--- config.mk ---
export PLATFORM = sky130hd
export DESIGN_NAME = priority_encoder_pipe
export DESIGN_NICKNAME = d
export VERILOG_FILES = /design/src/rtl/priority_encoder_pipe.sv
export SDC_FILE = /design/constraint.sdc
export NUM_CORES = 1
export LEC_CHECK = 0
export ABC_AREA = 1
export CAP_MARGIN = 5
export CORE_MARGIN = 5
export CORE_UTILIZATION = 43
export DETAILED_ROUTE_END_ITERATION = 12
export HOLD_SLACK_MARGIN = 0.15
export PLACE_DENSITY = 0.79
export SETUP_SLACK_MARGIN = 0.15
export SKIP_LAST_GASP = 1
export SLEW_MARGIN = 30
export SYNTH_ARGS = -nofsm -noshare
export SYNTH_HDL_FRONTEND = slang
export SYNTH_SLANG_ARGS = --single-unit
--- constraint.sdc ---
create_clock -name clock_i -period 1.8 [get_ports clock_i]
set_clock_uncertainty 0.2 [all_clocks]
set_input_delay 0.36 -clock clock_i [delete_from_list [all_inputs] [get_ports clock_i]]
set_output_delay 0.36 -clock clock_i [all_outputs]
set_load 0.1 [all_outputs]
--- src/rtl/priority_encoder_pipe.sv ---
// Pipelined priority encoder with a valid/ready handshake on both sides and a single registered result stage.
// Define PRIORITY_ENCODER_ROUND_ROBIN_EN to build the rotating-pointer (round-robin) search instead of fixed priority.

`ifndef CLOG2
`define CLOG2(x) $clog2(x)
`endif

module priority_encoder_pipe #(
  parameter int unsigned INPUT_SIZE = 8,
  parameter int unsigned DIRECTION  = 0,
  localparam int unsigned BW_INPUT_SIZE = `CLOG2(INPUT_SIZE)
) (
  input  logic                     clock_i,
  input  logic                     resetn_i,
  input  logic                     req_valid_i,
  output logic                     req_ready_o,
  input  logic [INPUT_SIZE-1:0]    encoding_i,
  output logic                     grant_valid_o,
  input  logic                     grant_ready_i,
  output logic [BW_INPUT_SIZE-1:0] binary_o,
  output logic [INPUT_SIZE-1:0]    onehot_o,
  output logic                     none_o
);

  localparam logic [BW_INPUT_SIZE-1:0] LAST_IDX = BW_INPUT_SIZE'(INPUT_SIZE - 1);

  logic                     accept;
  logic                     found;
  logic [BW_INPUT_SIZE-1:0] win;
  logic [BW_INPUT_SIZE-1:0] binary_next;
  logic [INPUT_SIZE-1:0]    onehot_next;

  function automatic logic [BW_INPUT_SIZE-1:0] lowest_set(input logic [INPUT_SIZE-1:0] v);
    logic [BW_INPUT_SIZE-1:0] r;
    r = '0;
    for (int i = INPUT_SIZE - 1; i >= 0; i--) begin
      if (v[i]) r = BW_INPUT_SIZE'(i);
    end
    return r;
  endfunction

  function automatic logic [BW_INPUT_SIZE-1:0] highest_set(input logic [INPUT_SIZE-1:0] v);
    logic [BW_INPUT_SIZE-1:0] r;
    r = '0;
    for (int i = 0; i < INPUT_SIZE; i++) begin
      if (v[i]) r = BW_INPUT_SIZE'(i);
    end
    return r;
  endfunction

  assign req_ready_o = !grant_valid_o || grant_ready_i;
  assign accept      = req_valid_i && req_ready_o;

`ifdef PRIORITY_ENCODER_ROUND_ROBIN_EN
  logic [BW_INPUT_SIZE-1:0] ptr;
  logic [BW_INPUT_SIZE-1:0] ptr_next;
  logic [INPUT_SIZE-1:0]    window;

  // Requests on the ptr side of the ring win first; otherwise the search wraps to the full vector.
  always_comb begin
    window   = '0;
    win      = '0;
    ptr_next = ptr;
    found    = |encoding_i;
    for (int i = 0; i < INPUT_SIZE; i++) begin
      if (DIRECTION == 0) window[i] = encoding_i[i] && (BW_INPUT_SIZE'(i) >= ptr);
      else                window[i] = encoding_i[i] && (BW_INPUT_SIZE'(i) <= ptr);
    end
    if (DIRECTION == 0) win = (|window) ? lowest_set(window)  : lowest_set(encoding_i);
    else                win = (|window) ? highest_set(window) : highest_set(encoding_i);
    if (found) begin
      if (DIRECTION == 0) ptr_next = (win == LAST_IDX) ? '0 : win + BW_INPUT_SIZE'(1);
      else                ptr_next = (win == '0) ? LAST_IDX : win - BW_INPUT_SIZE'(1);
    end
  end

  always_ff @(posedge clock_i or negedge resetn_i) begin
    if (!resetn_i) begin
      ptr <= (DIRECTION == 0) ? '0 : LAST_IDX;
    end else if (accept) begin
      ptr <= ptr_next;
    end
  end
`else
  always_comb begin
    found = |encoding_i;
    win   = (DIRECTION == 0) ? lowest_set(encoding_i) : highest_set(encoding_i);
  end
`endif

  // All-zero vectors report index 0 (ascending) or all ones (descending).
  always_comb begin
    binary_next = found ? win : ((DIRECTION == 0) ? '0 : '1);
    onehot_next = found ? (INPUT_SIZE'(1) << win) : '0;
  end

  always_ff @(posedge clock_i or negedge resetn_i) begin
    if (!resetn_i) begin
      grant_valid_o <= 1'b0;
      binary_o      <= '0;
      onehot_o      <= '0;
      none_o        <= 1'b0;
    end else if (accept) begin
      grant_valid_o <= 1'b1;
      binary_o      <= binary_next;
      onehot_o      <= onehot_next;
      none_o        <= !found;
    end else if (grant_ready_i) begin
      grant_valid_o <= 1'b0;
    end
  end

endmodule

==> metrics.txt <==
multi-input logic area 322 um2; antenna violations before repair 0; Sink Count 13; layout filler cell count 101; Period minus WS final 1.61 ns; Slowest-stage cell, CP dfrtp_4; Fmax 0.622 GHz; NumNets Final 121; first-pass GRT wire length 2.84 mm; RR Startpoint grant_valid_o$_DFFE_PN0P_; total core area 1510 um2; Crit. End Element primary output; count of cell types in the netlist 18; power density over the cells 766 nW/um2; flop-to-flop setup slack 0.31 ns; Critical Path End req_ready_o; Mapped Cells 75; root buffer cell clkbuf_4; via count 614; Cell Chain, Critical Path nand2_8 -> buf_12; CP startpoint grant_valid_o$_DFFE_PN0P_; Reg area 329 um2; Initial Util 45.0%; site row count 14; CTS max path bufs 2; First DRT Iteration DRCs 9; CP Class reg2out; commonest cells after routing, fill and taps aside nand2_1 (26), buf_12 (14), dfrtp_1 (12), clkdlybuf4s50_1 (10); RSZ-0062 raised after global routing no; Warnings, synthesis 0; Die Width 49.7 um; setup tns final 0 ns; Clock Latency Late Sink 0.27 ns; Mapped Avg Cell Area 9.04 um2; number of max-cap violations 0; Detailed Place HPWL 1.32 mm; htree depth 1; Slew Limit Fails 0; status finished clean; Max stage delay on crit path 0.52 ns; worst hold start onehot_o[6]$_DFFE_PN0P_; measured slew at the worst slew-check pin 0.276 ns; # DRC 0; Worst Path Arrival 1.05 ns; FF+latch count, synth 13; Startpoint Class register; type of the worst min-delay path reg2reg; Reg2Reg Capture Point onehot_o[0]$_DFFE_PN0P_; WL final 1.65 mm; Tcrit/Tclk final 89.4%; static leakage 0.549 nW; antenna viol nets, final 0; syn nets 87; Clk pin slew, worst setup/hold paths 0.08 ns; CP required 1.24 ns; share of layout cells above drive strength 1 35.2%; Via density 4.95; pin count of the biggest net entering global routing 14; GRT Resource Usage Total 14.8%; leading cell type in the layout, fill and taps excluded nand2_1; hold violation count in the final report 0; GPL Wtd Cong 0.804; Worst VDD drop 484 uV; GRT overflow 0; sequential area share after synthesis 48.0%; relative slew slack 81.6%; post-DR wirelength/cell 13.3 um; die area 2470 um2; final setup fails 0; ant diodes 0; final core utilization 77.1%; vias in the first global route 674; Area Growth Syn to Fin 71.2%; reg2reg path depth 6; TritonRoute pass-1 iters 4; IO Pins 26; CTS Buf Count 3; die height 49.7 um; CP max FO 2; # port buffers 25; mapped cell area 678 um2; CTS tree yes
power by group:
part | internal, W | total, W | switching, W
clock network | 0.0000858 | 0.000178 | 0.0000923
registers | 0.000313 | 0.000338 | 0.0000251
logic | 0.000136 | 0.000373 | 0.000237
total | 0.000534 | 0.000889 | 0.000355
layer usage:
metal  routed length [um]  global-route usage, %  up-vias
met5                    0                      0        -
met4                    0                   5.24        0
met3                   86                   4.52        0
met2                  901                   26.9       18
met1                  663                   15.7      286
li1                     -                      -      310
Yosys cell counts:
| master | number | share of area, % |
|---|---|---|
| a21oi_4 | 1 | 2.4 |
| a31oi_2 | 1 | 1.8 |
| buf_2 | 1 | 0.74 |
| clkinv_2 | 1 | 0.74 |
| dfrtp_1 | 13 | 48 |
| inv_1 | 5 | 2.8 |
| inv_2 | 3 | 1.7 |
| nand2_1 | 26 | 14 |
| nand2_2 | 2 | 1.8 |
| nand2_4 | 3 | 5.0 |
| nand3_1 | 3 | 2.2 |
| nand3_4 | 2 | 5.2 |
| nand4_1 | 4 | 3.7 |
| nor2_1 | 1 | 0.55 |
| nor2_2 | 1 | 0.92 |
| nor2_4 | 2 | 3.3 |
| o21ai_1 | 5 | 3.7 |
| o31ai_1 | 1 | 1.1 |
stage by stage:
stage	power, W	area (um2)	worst slack [ns]	hold WS (ns)	cells
after detailed placement	0.000714	1120	0.0249	0.331	118
after CTS	0.000901	1160	0.177	0.352	124
after global placement	0.000707	1120	0.0378	0.327	118
after floorplan	0.000555	691	0.188	-0.136	75
after global routing	0.000932	1160	0.155	0.364	124
final	0.000889	1160	0.191	0.349	124
cell families after synthesis:
| group | share of synthesized area, % |
|---|---|
| flops | 48.0 |
| simple gates | 37.1 |
| compound gates | 9.04 |
| buf+inv | 5.90 |
worst min path at each step:
stage,end,slack (ns),cells past startpoint
CTS,onehot_o[6]$_DFFE_PN0P_,0.35,2
finish,onehot_o[6]$_DFFE_PN0P_,0.35,2
detailed placement,onehot_o[6]$_DFFE_PN0P_,0.33,2
floorplan,binary_o[0]$_DFFE_PN0P_,-0.14,0
global route,onehot_o[6]$_DFFE_PN0P_,0.36,2
global placement,none_o$_DFFE_PN0P_,0.33,2
final cells by class:
class | count | share of cell area [%]
Clock buffer | 4 | 2.26
Inverter | 9 | 3.02
Multi-Input combinational cell | 52 | 27.7
Sequential cell | 13 | 28.3
Tap cell | 16 | 1.72
Timing Repair Buffer | 30 | 37.0
registers in the layout, summed over array words and instances (netlist names):
name	count
onehot_o	8
none_o	1
grant_valid_o	1
binary_o	3
critical path, delay by kind of cell, from the launching register on:
kind	cells	cell delay [ns]
and+or+nand+nor	1	0.09
DFF	1	0.52
buffers and inverters	1	0.16
what timing repair did:
action | in CTS | in global routing
hold buffers | 1 | 0
setup endpoints to repair | 1 | 0
endpoints found under the hold margin | 5 | 0
gates resized for setup | 1 | 0
buffers inserted | 1 | 0
(Power assumes the default switching activity.)
